==> src/rtl/stopwatch_pkg.sv <==
// Shared types and constants for the stopwatch control sequencer.
package stopwatch_pkg;

  typedef enum logic [1:0] {
    IDLE  = 2'd0,
    RUN   = 2'd1,
    PAUSE = 2'd2,
    LAP   = 2'd3
  } sw_state_t;

  localparam int unsigned BTN_START = 0;
  localparam int unsigned BTN_STOP  = 1;
  localparam int unsigned BTN_CLEAR = 2;
  localparam int unsigned BTN_LAP   = 3;
  localparam int unsigned NUM_BTN   = 4;

  localparam logic [7:0] BCD_ZERO = 8'h00;

endpackage

==> src/rtl/stopwatch_ctrl_if.sv <==
// Button, datapath and display signals between the stopwatch controller and its surroundings.
interface stopwatch_ctrl_if;
  logic       btn_start;
  logic       btn_stop;
  logic       btn_clear;
  logic       btn_lap;
  logic [7:0] count_val;
  logic       count_inc;
  logic       count_clr;
  logic [7:0] disp_val;
  logic       running;
  logic       lap_active;

  modport master (
    output btn_start, btn_stop, btn_clear, btn_lap, count_val,
    input  count_inc, count_clr, disp_val, running, lap_active
  );

  modport slave (
    input  btn_start, btn_stop, btn_clear, btn_lap, count_val,
    output count_inc, count_clr, disp_val, running, lap_active
  );
endinterface

==> src/rtl/stopwatch_ctrl_debounce.sv <==
// Per-button 2-FF synchroniser, counter debouncer and registered press (rising-edge) pulse.
module button_debounce #(
  parameter int unsigned DEBOUNCE_CYCLES = 4096
) (
  input  logic clk,
  input  logic rst_n,
  input  logic raw,
  output logic level,
  output logic press
);

  localparam int unsigned CW = (DEBOUNCE_CYCLES > 1) ? $clog2(DEBOUNCE_CYCLES) : 1;
  localparam logic [CW-1:0] CNT_LAST = CW'(DEBOUNCE_CYCLES - 1);

  logic          sync1;
  logic          sync2;
  logic          level_d;
  logic [CW-1:0] cnt;

  always_ff @(posedge clk) begin
    if (!rst_n) begin
      sync1   <= 1'b0;
      sync2   <= 1'b0;
      level   <= 1'b0;
      level_d <= 1'b0;
      press   <= 1'b0;
      cnt     <= '0;
    end else begin
      sync1   <= raw;
      sync2   <= sync1;
      level_d <= level;
      press   <= level & ~level_d;
      // Counter only runs while the synchronised input disagrees with the debounced level
      if (sync2 == level) begin
        cnt <= '0;
      end else if (cnt == CNT_LAST) begin
        level <= ~level;
        cnt   <= '0;
      end else begin
        cnt <= cnt + CW'(1);
      end
    end
  end

endmodule

==> src/rtl/stopwatch_ctrl.sv <==
// Stopwatch control sequencer: button conditioning, run/pause/lap FSM, tick prescaler, lap latch.
module stopwatch_ctrl
  import stopwatch_pkg::*;
#(
  parameter int unsigned TICK_DIV        = 1200000,
  parameter int unsigned DEBOUNCE_CYCLES = 4096
) (
  input logic             clk,
  input logic             rst_n,
  stopwatch_ctrl_if.slave sw
);

  localparam int unsigned PW = $clog2(TICK_DIV);
  localparam logic [PW-1:0] PRESC_LAST = PW'(TICK_DIV - 1);

  logic [NUM_BTN-1:0] raw;
  logic [NUM_BTN-1:0] level_unused;
  logic [NUM_BTN-1:0] press;

  sw_state_t     state, state_n;
  logic [PW-1:0] presc;
  logic [7:0]    lap_q;
  logic          inc_q;
  logic          clr_q;
  logic          counting;
  logic          do_clear, do_stop, do_start, do_lap;

  assign raw[BTN_START] = sw.btn_start;
  assign raw[BTN_STOP]  = sw.btn_stop;
  assign raw[BTN_CLEAR] = sw.btn_clear;
  assign raw[BTN_LAP]   = sw.btn_lap;

  for (genvar g = 0; g < NUM_BTN; g++) begin : g_btn
    button_debounce #(
      .DEBOUNCE_CYCLES(DEBOUNCE_CYCLES)
    ) u_debounce (
      .clk  (clk),
      .rst_n(rst_n),
      .raw  (raw[g]),
      .level(level_unused[g]),
      .press(press[g])
    );
  end

  // Only the highest-priority press of a cycle is acted on
  assign do_clear = press[BTN_CLEAR];
  assign do_stop  = press[BTN_STOP]  & ~do_clear;
  assign do_start = press[BTN_START] & ~do_clear & ~press[BTN_STOP];
  assign do_lap   = press[BTN_LAP]   & ~do_clear & ~press[BTN_STOP] & ~press[BTN_START];

  assign counting = (state == RUN) || (state == LAP);

  always_comb begin
    state_n = state;
    case (state)
      IDLE:    if (do_start) state_n = RUN;
      RUN:     if (do_stop) state_n = PAUSE;
               else if (do_lap) state_n = LAP;
      LAP:     if (do_stop) state_n = PAUSE;
               else if (do_lap) state_n = RUN;
      PAUSE:   if (do_start) state_n = RUN;
      default: state_n = IDLE;
    endcase
    if (do_clear) state_n = IDLE;
  end

  always_ff @(posedge clk) begin
    if (!rst_n) begin
      state <= IDLE;
      presc <= '0;
      lap_q <= BCD_ZERO;
      inc_q <= 1'b0;
      clr_q <= 1'b0;
    end else begin
      state <= state_n;
      clr_q <= do_clear;
      if (do_clear) begin
        presc <= '0;
        lap_q <= BCD_ZERO;
        inc_q <= 1'b0;
      end else begin
        inc_q <= counting && (presc == PRESC_LAST);
        // PAUSE simply stops advancing, so a resumed run keeps its partial tick
        if (counting) presc <= (presc == PRESC_LAST) ? '0 : presc + PW'(1);
        if (state == RUN && do_lap) lap_q <= sw.count_val;
      end
    end
  end

  assign sw.count_inc  = inc_q;
  assign sw.count_clr  = clr_q;
  assign sw.running    = counting;
  assign sw.lap_active = (state == LAP);
  assign sw.disp_val   = (state == LAP) ? lap_q : sw.count_val;

endmodule

==> src/flat_wrapper.sv <==
// flat-port wrapper written by rule: the top's interface ports become plain ports
module stopwatch_ctrl_flat import stopwatch_pkg::*;
#(
  parameter int unsigned TICK_DIV        = 1200000,
  parameter int unsigned DEBOUNCE_CYCLES = 4096
)
  (clk, rst_n, sw_btn_start, sw_btn_stop, sw_btn_clear, sw_btn_lap, sw_count_val, sw_count_inc, sw_count_clr, sw_disp_val, sw_running, sw_lap_active);
  stopwatch_ctrl_if sw_i ();
  input logic clk;
  input logic rst_n;
  input wire logic [$bits(sw_i.btn_start)-1:0] sw_btn_start;
  input wire logic [$bits(sw_i.btn_stop)-1:0] sw_btn_stop;
  input wire logic [$bits(sw_i.btn_clear)-1:0] sw_btn_clear;
  input wire logic [$bits(sw_i.btn_lap)-1:0] sw_btn_lap;
  input wire logic [$bits(sw_i.count_val)-1:0] sw_count_val;
  output wire logic [$bits(sw_i.count_inc)-1:0] sw_count_inc;
  output wire logic [$bits(sw_i.count_clr)-1:0] sw_count_clr;
  output wire logic [$bits(sw_i.disp_val)-1:0] sw_disp_val;
  output wire logic [$bits(sw_i.running)-1:0] sw_running;
  output wire logic [$bits(sw_i.lap_active)-1:0] sw_lap_active;
  assign sw_i.btn_start = sw_btn_start;
  assign sw_i.btn_stop = sw_btn_stop;
  assign sw_i.btn_clear = sw_btn_clear;
  assign sw_i.btn_lap = sw_btn_lap;
  assign sw_i.count_val = sw_count_val;
  assign sw_count_inc = sw_i.count_inc;
  assign sw_count_clr = sw_i.count_clr;
  assign sw_disp_val = sw_i.disp_val;
  assign sw_running = sw_i.running;
  assign sw_lap_active = sw_i.lap_active;
  stopwatch_ctrl #(.TICK_DIV(TICK_DIV), .DEBOUNCE_CYCLES(DEBOUNCE_CYCLES)) u_core (.clk(clk), .rst_n(rst_n), .sw(sw_i));
endmodule
==> config.mk <==
export PLATFORM = sky130hd
export DESIGN_NAME = stopwatch_ctrl_flat
export DESIGN_NICKNAME = d
export VERILOG_FILES = /design/src/rtl/stopwatch_pkg.sv /design/src/rtl/stopwatch_ctrl_if.sv /design/src/rtl/stopwatch_ctrl_debounce.sv /design/src/rtl/stopwatch_ctrl.sv /design/src/flat_wrapper.sv
export SDC_FILE = /design/constraint.sdc
export NUM_CORES = 1
export LEC_CHECK = 0
export ABC_AREA = 0
export CAP_MARGIN = 20
export CORE_UTILIZATION = 42
export CTS_CLUSTER_DIAMETER = 60
export DETAILED_ROUTE_END_ITERATION = 10
export SKIP_LAST_GASP = 1
export SLEW_MARGIN = 10
export SYNTH_ARGS = -nofsm -noshare
export SYNTH_HDL_FRONTEND = slang
export SYNTH_SLANG_ARGS = --single-unit
==> constraint.sdc <==
create_clock -name clk -period 1.8 [get_ports clk]
set_input_delay 0.45 -clock clk [delete_from_list [all_inputs] [get_ports clk]]
set_output_delay 0.45 -clock clk [all_outputs]
set_load 0.01 [all_outputs]
# ---- After elaboration in Yosys (flattened, before gate mapping)
# Cells that the tools add are included.
dict set report totals {
  regBits 101
  out_inout_bits 12
  word_cells 98
}
dict set report classes {
  mux 8
  add_sub_neg 5
  reduce_logical 15
  n_bitwise 26
  n_eq_ne 15
}
# cell n
set ops {}
lappend ops {{$add A12 B1 Y12 const B} 4}
lappend ops {{$eq A12 B12 Y1 const B} 4}
lappend ops {{$add A21 B1 Y21 const B} 1}
lappend ops {{$eq A21 B21 Y1 const B} 1}
lappend ops {{$mux W21} 1}
lappend ops {{$not A1 Y1} 16}
lappend ops {{$reduce_or A3 Y1} 4}
lappend ops {{$and A1 B1 Y1} 10}
lappend ops {{$mux W2} 5}
lappend ops {{$mux W8} 1}
lappend ops {{$reduce_and A2 Y1} 4}
lappend ops {{$ne A3 B1 Y1 const B} 2}
lappend ops {{$pmux W2 S3} 1}
lappend ops {{$eq A1 B1 Y1} 4}
lappend ops {{$eq A2 B2 Y1 const B} 2}
lappend ops {{$reduce_or A2 Y1} 2}
lappend ops {{$reduce_and A3 Y1} 1}
lappend ops {{$eq A2 B1 Y1 const B} 1}
lappend ops {{$logic_and A1 B1 Y1} 2}
lappend ops {{$logic_not A2 Y1} 1}
lappend ops {{$ne A2 B1 Y1 const B} 1}
lappend ops {{$logic_or A1 B1 Y1} 1}

# ---- Logic depth before layout (Yosys ltp)
dict set report depth {
  depth_word 7
  mapped_depth 6
}

# ---- By module
# A second synthesis with hierarchy kept.
dict set report hier_totals {
  hier_cells 459
  area_unflattened_um2 4430.5
}
# module cells_each area_per_inst_um2 n_inst
set by_module_without_submodules {}
lappend by_module_without_submodules {button_debounce 72 724.4 4}
lappend by_module_without_submodules {stopwatch_ctrl 171 1532.7 1}

# ---- Worst setup path before layout
# No wires, ideal clock.
dict set report synth_path {
  kind {reg2reg}
  startpoint {reg u_core.presc[0]}
  endpoint {reg u_core.presc[18]}
  period_less_slack_ns 1.792
  arrival_time_ns 1.722
  setup_slack_ns 0.008
  setup_ns 0.070
  stages_incl_launch_ff 6
  path_buffers 0
  cell_sequence {dfxtp_1 -> ha_1 -> nand3_1 -> or4_1 -> or3_1 -> a21oi_1}
}
dict set report synth_via {
  elab_chain_cells 2
  elab_cells_between_ends 3
  classes_between {1 x add/sub; 1 x eq/ne; 1 x mux}
}
# element line_no
set synth_rtl {}
lappend synth_rtl {{from (decl)} stopwatch_ctrl.sv:21} ;# logic [PW-1:0] presc;
lappend synth_rtl {{from (signal assigned)} stopwatch_ctrl.sv:84} ;# if (counting) presc <= (presc == PRESC_LAST) ? '0 : presc + PW'(1);
lappend synth_rtl {{$add A21 B1 Y21 / $eq A21 B21 Y1 (equally long branches)} stopwatch_ctrl.sv:84}
lappend synth_rtl {{$mux W21 (*)} stopwatch_ctrl.sv:84}
# Every way passes the cells marked *; elsewhere a longest branch is shown, timed or not.
# A chain may end at the register's enable or synchronous reset.

# ---- Worst setup path after layout
dict set report layout_path {
  startpoint {reg u_core.state[1]}
  endpoint {out sw_disp_val[4]}
}
dict set report layout_via {
  elab_chain_cells 2
}
# element line_no
set layout_rtl {}
lappend layout_rtl {{from (decl)} stopwatch_ctrl.sv:20} ;# sw_state_t state, state_n;
lappend layout_rtl {{from (signal assigned)} stopwatch_ctrl.sv:75} ;# state <= state_n;
lappend layout_rtl {{$eq A2 B2 Y1} stopwatch_ctrl.sv:94} ;# assign sw.disp_val = (state == LAP) ? lap_q : sw.count_val;
lappend layout_rtl {{$mux W8} stopwatch_ctrl.sv:94}
lappend layout_rtl {{to (decl)} flat_wrapper.sv:18} ;# output wire logic [$bits(sw_i.disp_val)-1:0] sw_disp_val;
# Every way passes these cells.

==> out/qor.yml <==
critical_path:
  endpoint_kind: "output port"
  r2r_cells: 5
  r2r_end: "u_core.g_btn[3].u_debounce.level$_SDFFE_PN0P_"
  crit_chain: "nand2_4, buf_6, buf_6, mux2_4, buf_6"
  cpMostUsedCell: "buf_6"
  crit_arrival_ns: 1.43
  reg2reg_from: "u_core.g_btn[3].u_debounce.cnt[0]$_SDFF_PP0_"
  critical-path-slowest-cell: "dfxtp_2"
  ff2ff_setup_slack_ns: 0.09
  cpPeakStageDelay_ns: 0.36
  crit_buf_inv: 3
  start_kind: "flop"
  crit_required_ns: 1.35
  critPathMaxFanout: 4
  crit_family: "flip-flops"
  crit_type: "flop to output port"
pwr:
  total_power_uw: 3850
  netSwitchingFraction_pct: 19.8
  p_int_uw: 3090
  power.switching_uw: 764
  pwr-share-clk_pct: 38.3
  p_leak_uw: 0.00188
  ir_drop_mv: 0.446
  power_density_nw_per_um2: 765
  pwr-share-seq_pct: 58.4
  combPwrFrac_pct: 3.3
cells_and_area:
  area_growth_pct: 21.3
  drive_gt1_share_pct: 15.1
  fill_cells: 890
  final_cell_mix: "dfxtp_1 (99), nor2_1 (75), xnor2_1 (30), buf_4 (30), nand2_1 (29)"
  layout.nets: 533
  diodes: 0
  final_common_cell: "dfxtp_1"
  postLayoutCellArea_sq_um: 5040
timing:
  rsz0062_at_grt: "true"
  report.final.hold_viol_count: 0
  fin_ws_ns: -0.0809
  finalSetupViolations: 4
  max_clock_freq_mhz: 532
  fin_crit_ns: 1.88
  tightestPinTransition_ns: 0.456
  period_share_pct: 104
  maxSlewViolCount: 0
  skew_ns: 0.00796
  relSlewSlack_pct: 69.2
synth:
  synth_seq_cells: 101
  syn_area_per_cell_sq_um: 9.11
  synth.area.top_cells: "dfxtp_1 (49%), nor2_1 (6.8%), xnor2_1 (6.3%), xor2_1 (4.8%), mux2i_1 (2.9%)"
  synth-edff-count: 0
  syn_nets: 475
  synth_top_area_share_pct: 48.7
  async_reset_ff_share_pct: 0
  synthCells: 456
  yosysSeqAreaShare_pct: 48.7
  synth_flop_cell: "dfxtp_1"
  yosys_warnings: 0
  synth_area_sq_um: 4160
  ys_types: 38
  yosysTopAreaCell: "dfxtp_1"
route:
  first_iter_violations: 48
  dr.pass1.iters: 4
  wl_met3_um: 210
  final_antenna_net_count: 0
  drt-vias-per-instance: 4.90
  post-route-drc-count: 0
  wl_mm: 7.53
  wire_per_inst_um: 11.6
  dr.max_layer_used: "met4"
  vias: 3163
  m1WireLength_mm: 3.65
  route.met2.wl_mm: 3.56
place:
  gp_congestion: 0.747
  io_buffers: 25
  post_dp_cell_area_sq_um: 4720
  dpl.hpwl_mm: 5.19
cts:
  clk_latency_ns: 0.35
  numCtsBuffers: 9
  htreeDepth: 3
  clock_sinks: 101
  cts_tree: "built"
  root_buffer: "clkbuf_8"
  clkTransAtPathRegs_ns: 0.09
  clock_path_buffers: 2
floorplanning:
  initial_utilization_pct: 44.1
  rows: 35
  ioPinCount: 26
  die_area_sq_um: 10300
  die_w_um: 101
  die_h_um: 101
  core_sq_um: 9420
global_route:
  grt_pass1_vias: 2996
  grtUsageTotal_pct: 15.5
  grt_antenna_before_repair: 0
  grt_max_degree: 16
  grt_pass1_wl_mm: 12.6
  gr-total-overflow: 0
flow_run:
  cap_violations: 0
min_path:
  hp-class: "flop to flop"
  holdPathStages: 1
  hp-start: "u_core.g_btn[2].u_debounce.level_d$_SDFF_PN0_"
  min_to: "u_core.g_btn[2].u_debounce.press$_SDFF_PN0_"
status:
  status: "finished with violations"
  violations: "negative setup slack"
==> synthesized netlist by cell type, types with 2 or more instances <==
master	n
nor2_1	75
or4_1	2
nor2b_1	7
nand3_1	22
nand4_1	17
nor4b_1	2
nor4_1	8
xor2_1	23
inv_1	16
ha_1	5
clkbuf_1	8
and3_1	5
a21oi_1	11
or2_2	3
or3_1	9
nand2_1	30
nand2b_1	2
and2_1	12
and4_1	5
dfxtp_1	101
o21ai_0	10
nor3_1	18
buf_6	2
xnor2_1	30
mux2i_1	12
mux2_2	9
==> power by group through the flow <==
stage / clock network (uW) / registers [uW] / logic (uW)
after floorplan: 0 / 2300 / 51.1
after global placement: 0 / 2300 / 118
after detailed placement: 0 / 2300 / 121
after CTS: 1550 / 2250 / 121
after global routing: 1620 / 2250 / 140
final: 1480 / 2250 / 128
==> final cells by class <==
class	instances	area, sq um	area share (%)
inverter	16	60.1	1.19
clock buffer	10	128	2.53
multi-input combinational	326	2060	40.8
tap	129	161	3.20
clock inverter	4	73.8	1.47
timing repair buffer	60	533	10.6
sequential	101	2020	40.2
==> sequential cells by signal, summed over array words and instances (netlist names) <==
name and cells:
u_core.g_btn.u_debounce.sync2 4, u_core.g_btn.u_debounce.level_d 4, u_core.sw.count_clr 1, u_core.presc 21
u_core.g_btn.u_debounce.sync1 4, u_core.lap_q 8, u_core.g_btn.u_debounce.press 4, u_core.g_btn.u_debounce.cnt 48
u_core.state 2, u_core.g_btn.u_debounce.level 4, u_core.sw.count_inc 1
==> through the flow <==
step / setup WS (ns) / instances / TNS (ns) / hold WS [ns] / utilization [%]
after detailed placement: -0.282 / 627 / -2.15 / 0.373 / 50.2
after CTS: -0.172 / 644 / -0.905 / 0.381 / 52.7
after global routing: -0.143 / 646 / -0.726 / 0.404 / 53.5
final: -0.0809 / 646 / -0.277 / 0.382 / 53.5
after floorplan: 0.00834 / 456 / 0 / 0.367 / -
after global placement: -0.257 / 627 / -2.02 / 0.372 / 50.2
==> per-layer routing <==
| layer | vias to the layer above | global-route usage (%) |
|---|---|---|
| li1 | 1664 | - |
| met2 | 37 | 26.3 |
| met3 | 8 | 4.42 |
| met4 | 0 | 6.24 |
| met5 | - | 0 |
| met1 | 1454 | 18.4 |
==> cell families (layout without fill, tap and decap cells) <==
kind of cell / after synthesis / in the layout / synth area share (%)
AO/OA/AOI/OAI: 25 / 25 / 3.40
AND/OR/NAND/NOR: 222 / 222 / 26.8
multiplexers: 21 / 21 / 5.33
flip-flops: 101 / 101 / 48.7
buffers and inverters: 29 / 90 / 3.10
XOR/XNOR: 53 / 53 / 11.2
adder cells (fa/ha/maj): 5 / 5 / 1.51
==> worst max-delay path by stage <==
stage / start / endpoint / slack (ns) / depth (start not counted)
after floorplan: u_core.presc[0]$_SDFFE_PP0P_ / u_core.presc[18]$_SDFFE_PP0P_ / 0.008 / 5
after global placement: sw_count_val[5] / sw_disp_val[5] / -0.26 / 3
after detailed placement: sw_count_val[7] / sw_disp_val[7] / -0.28 / 3
after CTS: u_core.state[0]$_SDFFE_PP0P_ / sw_disp_val[7] / -0.17 / 4
after global routing: u_core.state[0]$_SDFFE_PP0P_ / sw_disp_val[4] / -0.14 / 5
final: u_core.state[1]$_SDFFE_PP0P_ / sw_disp_val[4] / -0.08 / 5
==> repair_timing <==
item	4_1_cts	5_1_grt
setup buffers	2	2
pin swaps	1	3
setup endpoints to repair	13	25
gates cloned	1	0
hold buffers	0	0
resized for setup	39	22
(Power assumes the default switching activity.)
